<file path="src/rtl/pwm_output_gen.sv">
// pwm_output_gen: servo-style PWM generator for an ESC with arming, link-loss
// failsafe and frame-synchronous width updates.
// Optional feature macro: FAILSAFE_SILENT_EN (silence the output in FAILSAFE).
module pwm_output_gen #(
   parameter int PERIOD_CYCLES  = 320000,
   parameter int MIN_CYCLES     = 16000,
   parameter int ARM_FRAMES     = 10,
   parameter int TIMEOUT_CYCLES = 1600000
) (
   input  logic        clk,
   input  logic        reset,
   input  logic        frame_strobe,
   input  logic [10:0] set_speed,
   input  logic        is_special_command,
   input  logic [5:0]  special_command,
   input  logic        crc_valid,
   output logic        pwm_out,
   output logic        armed,
   output logic        failsafe,
   output logic [1:0]  state,
   output logic [14:0] active_width
);
   localparam int PW = (PERIOD_CYCLES > 1) ? $clog2(PERIOD_CYCLES) : 1;
   localparam int TW = $clog2(TIMEOUT_CYCLES + 1);
   localparam int AW = $clog2(ARM_FRAMES + 1);

   localparam logic [PW-1:0] PERIOD_LAST = PW'(PERIOD_CYCLES - 1);
   localparam logic [TW-1:0] TMO_FULL    = TW'(TIMEOUT_CYCLES);
   localparam logic [TW-1:0] TMO_LAST    = TW'(TIMEOUT_CYCLES - 1);
   localparam logic [AW-1:0] ARM_TARGET  = AW'(ARM_FRAMES);
   localparam logic [14:0]   MIN_W       = 15'(MIN_CYCLES);

   typedef enum logic [1:0] {
      DISARMED = 2'd0,
      ARMING   = 2'd1,
      ARMED    = 2'd2,
      FAILSAFE = 2'd3
   } state_t;

   state_t        curState, nextState;
   logic [AW-1:0] armCnt, armCntNext, armInc;
   logic [TW-1:0] timeoutCnt, timeoutNext;
   logic [14:0]   pendingTarget, pendingNext;
   logic [14:0]   activeWidth, frameWidth, speedWidth;
   logic [10:0]   speedClamped;
   logic [PW-1:0] periodCnt;
   logic          goodFrame, zeroFrame, throttleFrame, expire, periodStart;

   assign goodFrame     = frame_strobe && crc_valid;
   assign zeroFrame     = goodFrame && (is_special_command ? (special_command == 6'd0)
                                                           : (set_speed == 11'd0));
   assign throttleFrame = goodFrame && !is_special_command && (set_speed != 11'd0);
   // A good frame in the expiry cycle wins, so expiry is gated by !goodFrame.
   assign expire        = !goodFrame && (timeoutCnt >= TMO_LAST);
   assign armInc        = armCnt + AW'(1);
   assign periodStart   = (periodCnt == '0);

   // Throttle-to-width mapping with clamp at 1999.
   always_comb begin
      speedClamped = (set_speed > 11'd1999) ? 11'd1999 : set_speed;
      speedWidth   = MIN_W + {1'b0, speedClamped, 3'b000};
   end

   // Next-state, arm counter, timeout counter and pending target.
   always_comb begin
      nextState   = curState;
      armCntNext  = armCnt;
      pendingNext = pendingTarget;
      timeoutNext = goodFrame ? '0 :
                    (timeoutCnt == TMO_FULL) ? timeoutCnt : timeoutCnt + TW'(1);
      case (curState)
         DISARMED: begin
            pendingNext = MIN_W;
            if (zeroFrame) begin
               armCntNext = AW'(1);
               nextState  = (ARM_FRAMES <= 1) ? ARMED : ARMING;
            end
         end
         ARMING: begin
            pendingNext = MIN_W;
            if (zeroFrame) begin
               armCntNext = armInc;
               if (armInc >= ARM_TARGET) nextState = ARMED;
            end else if (goodFrame) begin
               armCntNext = '0;
               nextState  = DISARMED;
            end
         end
         ARMED: begin
            if (throttleFrame)  pendingNext = speedWidth;
            else if (zeroFrame) pendingNext = MIN_W;
         end
         FAILSAFE: begin
            if (zeroFrame) begin
               armCntNext = AW'(1);
               nextState  = (ARM_FRAMES <= 1) ? ARMED : ARMING;
            end
         end
         default: nextState = DISARMED;
      endcase
      if (expire && curState != FAILSAFE) begin
         nextState   = FAILSAFE;
         armCntNext  = '0;
         pendingNext = MIN_W;
      end
   end

   // Control state register.
   always_ff @(posedge clk) begin
      if (reset) begin
         curState      <= DISARMED;
         armCnt        <= '0;
         timeoutCnt    <= '0;
         pendingTarget <= MIN_W;
      end else begin
         curState      <= nextState;
         armCnt        <= armCntNext;
         timeoutCnt    <= timeoutNext;
         pendingTarget <= pendingNext;
      end
   end

   // At count 0 the pulse uses the pending value being latched this edge.
   assign frameWidth = periodStart ? pendingTarget : activeWidth;

`ifdef FAILSAFE_SILENT_EN
   logic silentFrame, silentNow;
   assign silentNow = periodStart ? (curState == FAILSAFE) : silentFrame;

   // Period counter, frame-latched width and silenced PWM output.
   always_ff @(posedge clk) begin
      if (reset) begin
         periodCnt   <= '0;
         activeWidth <= MIN_W;
         silentFrame <= 1'b0;
         pwm_out     <= 1'b0;
      end else begin
         periodCnt <= (periodCnt == PERIOD_LAST) ? '0 : periodCnt + PW'(1);
         if (periodStart) begin
            activeWidth <= pendingTarget;
            silentFrame <= (curState == FAILSAFE);
         end
         pwm_out <= (curState != FAILSAFE) && !silentNow &&
                    (32'(periodCnt) < 32'(frameWidth));
      end
   end

   assign active_width = ((curState == FAILSAFE) || silentFrame) ? 15'd0 : activeWidth;
`else
   // Period counter, frame-latched width and PWM output.
   always_ff @(posedge clk) begin
      if (reset) begin
         periodCnt   <= '0;
         activeWidth <= MIN_W;
         pwm_out     <= 1'b0;
      end else begin
         periodCnt <= (periodCnt == PERIOD_LAST) ? '0 : periodCnt + PW'(1);
         if (periodStart) activeWidth <= pendingTarget;
         pwm_out <= (32'(periodCnt) < 32'(frameWidth));
      end
   end

   assign active_width = activeWidth;
`endif

   assign state    = curState;
   assign armed    = (curState == ARMED);
   assign failsafe = (curState == FAILSAFE);
endmodule
</file>
<file path="config.mk">
export PLATFORM = sky130hd
export DESIGN_NAME = pwm_output_gen
export DESIGN_NICKNAME = d
export VERILOG_FILES = /design/src/rtl/pwm_output_gen.sv
export SDC_FILE = /design/constraint.sdc
export NUM_CORES = 1
export LEC_CHECK = 0
export CAP_MARGIN = 20
export CORE_MARGIN = 4
export CORE_UTILIZATION = 23
export CTS_CLUSTER_SIZE = 25
export DETAILED_ROUTE_END_ITERATION = 10
export GPL_ROUTABILITY_DRIVEN = 0
export PLACE_DENSITY = 0.41
export SLEW_MARGIN = 20
export SYNTH_ARGS = -nofsm -noshare
export SYNTH_HDL_FRONTEND = slang
export SYNTH_SLANG_ARGS = --single-unit
</file>
<file path="constraint.sdc">
create_clock -name clk -period 4.3 [get_ports clk]
set_clock_uncertainty 0.1 [all_clocks]
set_input_delay 0.86 -clock clk [delete_from_list [all_inputs] [get_ports clk]]
set_output_delay 0.86 -clock clk [all_outputs]
set_load 0.02 [all_outputs]
</file>
# Yosys cells after proc, flatten, opt, wreduce, memory -nomap -nowiden
# Cells that the tools add are included.
dict set report word_totals {
  regBits 77
  inputBits 22
}
dict set report op_classes {
  n_addsub 4
  order_cmp 4
  eq_ne 12
  mux 16
  reduce_logical 24
}
# cell count
set op_table {}
lappend op_table {{2-to-1 mux 15 bit} 3}
lappend op_table {{one-hot mux 15 bit (2 select lines)} 1}
lappend op_table {{adder 21 x 1 -> 21 bit, second input constant} 1}
lappend op_table {{equality test 21 bit, second input constant} 1}
lappend op_table {{greater-or-equal comparator 21 bit, second input constant} 1}
lappend op_table {{adder 19 x 1 -> 19 bit, second input constant} 1}
lappend op_table {{equality test 19 bit, second input constant} 1}
lappend op_table {{logical NOT 19 bit} 1}
lappend op_table {{< comparator 19 x 15 -> 1 bit} 1}
lappend op_table {{adder 14 x 14 -> 15 bit, first input constant} 1}
lappend op_table {{2-to-1 mux 4 bit} 3}
lappend op_table {{> comparator 11 bit, second input constant} 1}
lappend op_table {{logical NOT 11 bit} 1}
lappend op_table {{2-to-1 mux 11 bit} 1}
lappend op_table {{nonzero test 11 bit} 1}
lappend op_table {{2-to-1 mux 2 bit} 5}
lappend op_table {{OR reduction 2 bit} 5}
lappend op_table {{!= test 4 bit, second input constant} 2}
lappend op_table {{one-hot mux 4 bit (2 select lines)} 1}
lappend op_table {{logical AND 1 bit} 6}
lappend op_table {{logical NOT 6 bit} 1}
lappend op_table {{!= test 3 x 1 -> 1 bit, second input constant} 2}
lappend op_table {{adder 4 x 1 -> 4 bit, second input constant} 1}
lappend op_table {{equality test 2 bit, second input constant} 2}
lappend op_table {{14 further kinds} 16}

# Logic depth before layout (Yosys ltp)
# Gate-level depths: netlist of run 1.
dict set report logic_depth {
  word_depth 6
  depth_mapped 13
  mapped_depth_nobuf 11
}

# Worst setup path after synthesis of run 1
# Ideal clock, no wire load.
dict set report synth_timing {
  path_type {flip-flop to flip-flop}
  from {reg periodCnt[11]}
  to {reg pwm_out}
  arrival_ns 2.917
  required_ns 4.130
  path_slack_ns 1.213
  path_stages_with_launch 13
  n_path_buf 2
  path_cell_list {dfxtp_1 or4_1 nor3_1 and3_1 buf_2 buf_2 mux2i_1 ha_1 a21o_1 a21o_1 a221oi_1 o2111ai_1 a21oi_1}
}
dict set report synth_between {
  elab_chain_cells 3
}
# item line
set synth_rtl {}
lappend synth_rtl {{start: declaration} 46} ;# logic [PW-1:0] periodCnt;
lappend synth_rtl {{start signal: assignment} 157} ;# periodCnt <= (periodCnt == PERIOD_LAST) ? '0 : periodCnt + PW'(1);
lappend synth_rtl {{logical NOT 19 bit} 56} ;# assign periodStart = (periodCnt == '0);
lappend synth_rtl {{2-to-1 mux 15 bit} --}
lappend synth_rtl {{< comparator 19 x 15 -> 1 bit *} 159} ;# pwm_out <= (32'(periodCnt) < 32'(frameWidth));
lappend synth_rtl {{end signal: assignment} 159}
lappend synth_rtl {{end: declaration} 17} ;# output logic pwm_out,
# Mark *: on every way between the ends. The rest lies on a longest branch, timed or not.
# A chain may end at the register's enable or synchronous reset.

# Worst setup path after layout of run 1
# Ends and elaborated chain as after synthesis.

==> impl_metrics.ini, run 1 <==
[min_path]
hold_start = pendingTarget[3]$_SDFFE_PP0P_
min_path_cells = 2
min_to = pendingTarget[3]$_SDFFE_PP0P_
hold_path_class = flip-flop to flip-flop

[grt]
grt_max_degree = 22
overflow = 0
grt_usage_pct = 10.9
first_global_vias = 3173
grt_pass1_wl_mm = 16.2
antenna_found_initial = 0

[routing]
wl_met1_mm = 4.82
antenna_left = 0
wl_met3_um = 461
viasPerCell = 4.56
via_count = 3203
drt_iter0_drc = 115
routed_wl_mm = 9.63
routedWlPerCell_um = 13.7
routed-wl-met2_mm = 4.28
drtPass1Iterations = 4
top_layer = met4
drc_errors = 0

[sta]
tns_ns = 0
clock.fmax_mhz = 286
drv_slew = 0
hold_violations = 0
worst_slew_margin_rel_pct = 41.1
setup_viol = 0
whs_ns = 0.367
fin_crit_ns = 3.50
worstMarginPinSlew_ns = 0.880
fin_crit_sh_pct = 81.4
rsz0062_at_grt = false

[layout]
seq_area_um2 = 1480
final_layout_size_suffix_gt1_share_pct = 4.97
nNetsFinal = 526
multi_input_area_um2 = 2260
layout.cells.non_filler = 703
final_area_um2 = 4830
n_fill_cell = 1762
antennaDiodeCount = 0
syn_to_final_growth_pct = 25.6

[worst_setup_path]
critPathSlowestCell = and3_1
r2r_end = pwm_out$_SDFF_PP0_
worstPathArrival_ns = 3.67
path_max_fanout = 11
path_cells = or4_1 -> nor3_1 -> and3_1 -> buf_4 -> mux2i_1 -> ha_1 -> and4_1 -> a221oi_1 -> o2111ai_1 -> a21oi_1
slowest_delay_ns = 0.59
rrSetupSlack_ns = 0.80
start_kind = flip-flop
r2r_cells = 10
endpoint_kind = flip-flop
cp_data_required_time_ns = 4.47
r2r_start = periodCnt[11]$_SDFF_PP0_
critPathKind = flip-flop to flip-flop

[cts]
cts_tree = done
clockRootBuffer = clkbuf_16
cts-htree-levels = 3
cts_resized = 0
cts_buffer_depth = 2
post-cts-setup-buffers = 0
ctsHoldBuffers = 0
clk_pin_slew_ns = 0.06
cts.sinks = 74
clk_latency_ns = 0.33
cts_buffers = 9

[placement]
postPlaceCellArea_um2 = 4490
io_buffers = 41
dp_hpwl_mm = 7.28
dp.cells = 688

[power_and_ir_drop]
ir_worst_vdd_mv = 0.207
p_per_area_nw_per_um2 = 342
power.total_mw = 1.65
p_leak_nw = 1.73
p_seq_share_pct = 42.2
switching_share_pct = 21.2
switchingPower_uw = 349
p_int_mw = 1.30
pwr-share-comb_pct = 5.8
clkPwrFrac_pct = 52.0

[logic_synthesis]
synth_top_area_share_pct = 38.5
synth.distinct_cells = 50
synth_warnings = 0
synth_nets = 485
synth_edf_count = 0
synth_top_cells_by_area = dfxtp_1 (39%), ha_1 (8.1%), nor2_1 (5.8%), xor2_1 (5.5%), mux2i_1 (4.4%)
yosysTopAreaCell = dfxtp_1
yosysMostFrequentCell = dfxtp_1
syn_inst = 438
synth_commonest_cells = dfxtp_1 (74), nor2_1 (59), nand2_1 (37), nand3_1 (29), ha_1 (25)
synth_ff_type = dfxtp_1
syn-cell-area_um2 = 3840
ys_seq_area_share_pct = 38.5
synth-seq-cells = 74
synth_area_per_cell_um2 = 8.78
async_reset_ff_share_pct = 0

[die]
io_pins = 42
die_h_um = 137
die-area_um2 = 18800
coreArea_um2 = 16500
die_x_um = 137
initial_core_util_pct = 23.4
fp-row-count = 47

[outcome]
status = finished, final reports clean

[run]
cap_violations = 0
-- cells in the final DEF, fill, tap and decap left out, drive strengths merged, types with 3 or more instances in the layout --
cell	count
a211o	4
a21oi	21
a221oi	3
a31oi	5
and2	3
and3	9
buf	3
bufinv	3
clkbuf	9
clkdlybuf4s50	41
dfxtp	74
ha	25
inv	13
mux2i	17
nand2	37
nand2b	3
nand3	29
nand3b	4
nand4	8
nand4b	4
nor2	59
nor2b	4
nor3	9
nor4	10
o211ai	4
o21ai	8
or3	4
or4	4
xnor2	17
xor2	24
-- registers in the layout, summed over array words and instances (netlist names) --
signal and flops:
pwm_out 1, armCnt 4, pendingTarget 12, periodCnt 19
state 2, active_width 15, timeoutCnt 21
-- final cells by class --
type	instances	area share, %
Inverter	12	0.933
Sequential cell	74	30.7
Multi-Input combinational cell	338	46.7
Tap cell	220	5.70
Clock inverter	6	2.36
Clock buffer	9	4.66
Timing Repair Buffer	44	8.96
-- worst max-delay path by stage --
stage | start | end | slack (ns) | cells past startpoint
detailed placement | periodCnt[11]$_SDFF_PP0_ | pwm_out$_SDFF_PP0_ | 0.79 | 10
CTS | periodCnt[11]$_SDFF_PP0_ | pwm_out$_SDFF_PP0_ | 0.77 | 10
finish | periodCnt[11]$_SDFF_PP0_ | pwm_out$_SDFF_PP0_ | 0.80 | 10
floorplan | periodCnt[11]$_SDFF_PP0_ | pwm_out$_SDFF_PP0_ | 1.21 | 12
global placement | set_speed[8] | pendingTarget[13]$_SDFFE_PP1P_ | 0.85 | 10
global route | periodCnt[11]$_SDFF_PP0_ | pwm_out$_SDFF_PP0_ | 0.53 | 10
-- routing by layer --
layer / global-route usage (%) / vias up
met4: 2.83 / 0
met5: 0 / -
met1: 14.4 / 1504
met2: 17.3 / 35
li1: - / 1659
met3: 3.54 / 5
-- power by group through the flow --
stage | clock network [mW] | logic, mW | registers (mW)
finish | 0.858 | 0.0958 | 0.697
global route | 0.915 | 0.107 | 0.698
CTS | 0.887 | 0.0971 | 0.697
detailed placement | 0 | 0.0964 | 0.713
global placement | 0 | 0.0961 | 0.712
floorplan | 0 | 0.0566 | 0.711
-- logic make-up (layout without fill, tap and decap cells) --
group | Yosys count | in the layout | share of synthesized area (%)
xor+xnor | 41 | 41 | 9.34
fa+ha+maj | 25 | 25 | 8.14
buf+inv | 26 | 71 | 2.80
compound gates | 62 | 62 | 11.8
simple gates | 193 | 193 | 25.0
mux | 17 | 17 | 4.43
flops | 74 | 74 | 38.5
-- worst max-delay path, delay by kind of cell, from the launching register on --
family	cells	cell delay, ns
and+or+nand+nor	4	1.65
AOI/OAI and AO/OA	3	0.53
DFF	1	0.36
adders and majority gates	1	0.28
buffers and inverters	1	0.26
muxes	1	0.25
-- metrics by stage --
stage                     setup slack (ns)  utilization [%]
final                                0.798             29.3
after global routing                 0.531             29.3
after CTS                            0.774             29.3
after detailed placement             0.794             27.3
after global placement               0.846             27.3
after floorplan                       1.21                -
(Power assumes the default switching activity.)
==> inputs of run 2 (changes only) <==
--- a/config.mk
+++ b/config.mk
@@ -11,7 +11,7 @@
 export CTS_CLUSTER_SIZE = 25
 export DETAILED_ROUTE_END_ITERATION = 10
 export GPL_ROUTABILITY_DRIVEN = 0
-export PLACE_DENSITY = 0.41
+export PLACE_DENSITY = 0.43
 export SLEW_MARGIN = 20
 export SYNTH_ARGS = -nofsm -noshare
 export SYNTH_HDL_FRONTEND = slang
==> constraint.sdc (replaced) <==
create_clock -name clk -period 3.2 [get_ports clk]
set_clock_uncertainty 0.1 [all_clocks]
set_input_delay 0.64 -clock clk [delete_from_list [all_inputs] [get_ports clk]]
set_output_delay 0.64 -clock clk [all_outputs]
set_load 0.02 [all_outputs]
==> run 2 against run 1 <==
- clock power increased by 35%
- sequential cell count unchanged
- non-clock buffer count increased by 22
- register-to-register slack got worse by 0.57 ns
- total power increased by 36%
- via count increased by 1.4%
- global-route usage decreased by 0.16 points
- critical path depth increased by 1
- design area increased by 4.0%
- count of clock-buffer cells in the layout unchanged
- die area unchanged
- utilization increased by 1.2 points
- critical path type unchanged
==> impl_metrics.ini, run 2 (synthesized netlist as in run 1, its figures left out) <==
[die]
die_h_um = 137
initial_core_util_pct = 23.4
io_pins = 42
coreArea_um2 = 16500
fp-row-count = 47
die-area_um2 = 18800
die_x_um = 137

[grt]
grt_pass1_wl_mm = 15.8
grt_max_degree = 22
antenna_found_initial = 0
grt_usage_pct = 10.8
first_global_vias = 3110
overflow = 0

[cts]
cts_tree = done
ctsHoldBuffers = 0
clockRootBuffer = clkbuf_16
cts.sinks = 74
clk_pin_slew_ns = 0.06
cts_buffers = 9
cts_buffer_depth = 2
cts-htree-levels = 3
clk_latency_ns = 0.34

[routing]
via_count = 3249
wl_met3_um = 506
routed_wl_mm = 9.63
wl_met1_mm = 4.75
drtPass1Iterations = 4
routed-wl-met2_mm = 4.25
antenna_left = 0
drc_errors = 0
top_layer = met4
routedWlPerCell_um = 13.3
drt_iter0_drc = 112
viasPerCell = 4.48

[run]
cap_violations = 0

[sta]
tns_ns = 0
fin_crit_sh_pct = 92.8
drv_slew = 0
clock.fmax_mhz = 337
setup_viol = 0
rsz0062_at_grt = false
fin_crit_ns = 2.97
worstMarginPinSlew_ns = 0.785
worst_slew_margin_rel_pct = 47.2
hold_violations = 0

[layout]
final_cell_mix = dfxtp_1 (74), nor2_1 (59), clkdlybuf4s50_1 (41)
largest_reg_flops = 21
n_fill_cell = 1765
max_flop_register = timeoutCnt
syn_to_final_growth_pct = 30.7
final_common_cell = dfxtp_1
antennaDiodeCount = 0
nNetsFinal = 548
final_layout_size_suffix_gt1_share_pct = 9.88

[min_path]
min_path_cells = 2
hold_start = pendingTarget[3]$_SDFFE_PP0P_
min_to = pendingTarget[3]$_SDFFE_PP0P_
hold_path_class = flip-flop to flip-flop

[worst_setup_path]
critPathKind = flip-flop to flip-flop
worstPathArrival_ns = 3.14
endpoint_kind = flip-flop
start_kind = flip-flop
r2r_cells = 11
path_max_fanout = 12
rrSetupSlack_ns = 0.23
r2r_start = periodCnt[11]$_SDFF_PP0_
cp_data_required_time_ns = 3.37
r2r_end = pwm_out$_SDFF_PP0_

[power_and_ir_drop]
ir_worst_vdd_mv = 0.299
p_per_area_nw_per_um2 = 447
power.total_mw = 2.24
p_leak_nw = 1.84

[outcome]
status = finished, final reports clean

[placement]
io_buffers = 41
dp_hpwl_mm = 7.47
==> run 2: changes by cell type in the layout (fill, tap and decap cells not counted), sizes merged <==
cell,change
buf,+22
clkinv,+1
clkinvlp,+1
inv,-1
==> run 2: where the power goes <==
group | switching [mW] | total [mW] | internal, mW
Combinational | 0.0737 | 0.150 | 0.0761
Sequential | 0.00684 | 0.934 | 0.928
Clock | 0.400 | 1.16 | 0.760
Total | 0.480 | 2.24 | 1.76
==> run 2: through the flow <==
step	std cells	worst slack (ns)	utilization, %	hold WS [ns]	cell area (µm²)
3_5_place_dp	710	0.0358	28.4	0.358	4670
6_report	726	0.231	30.5	0.364	5020
4_1_cts	726	0.128	30.4	0.367	5010
2_1_floorplan	438	0.113	-	0.332	3840
5_1_grt	726	0.00128	30.5	0.400	5020
3_3_place_gp	710	0.101	28.4	0.359	4670
==> run 2: worst max-delay path by stage <==
stage	start	to	slack [ns]	cells past startpoint
finish	periodCnt[11]$_SDFF_PP0_	pwm_out$_SDFF_PP0_	0.23	11
global route	periodCnt[11]$_SDFF_PP0_	pwm_out$_SDFF_PP0_	0.001	11
CTS	periodCnt[11]$_SDFF_PP0_	pwm_out$_SDFF_PP0_	0.13	11
detailed placement	special_command[1]	state[1]$_SDFFE_PP0P_	0.04	6
global placement	special_command[1]	state[0]$_SDFFE_PP0P_	0.10	6
floorplan	periodCnt[11]$_SDFF_PP0_	pwm_out$_SDFF_PP0_	0.11	12
==> run 2: routing by layer <==
layer | vias up | track usage, %
li1 | 1692 | -
met4 | 0 | 2.83
met5 | - | 0
met1 | 1494 | 14.0
met2 | 52 | 16.4
met3 | 11 | 4.60
==> run 2: critical path, stage by stage (launching register included) <==
cell and delay, ns:
dfxtp_1 0.31, or4_1 0.53, nor3_2 0.17, and3_1 0.25
buf_12 0.17, mux2i_2 0.24, ha_1 0.27, a21o_1 0.16
a21o_1 0.17, a221oi_1 0.27, o2111ai_1 0.13, a21oi_1 0.12
==> run 2: cell type report <==
cell class / instances / area, µm² / share of cell area (%)
clock inverters: 7 / 118 / 2.34
inverters: 12 / 45.0 / 0.897
clock buffers: 9 / 225 / 4.48
flip-flops and latches: 74 / 1480 / 29.5
multi-input cells: 338 / 2270 / 45.2
well taps: 220 / 275 / 5.48
repair buffers: 66 / 611 / 12.2
==> run 2: timing repair <==
item,CTS,global route
setup buffers,0,0
setup endpoints to repair,0,1
gates resized for setup,0,3
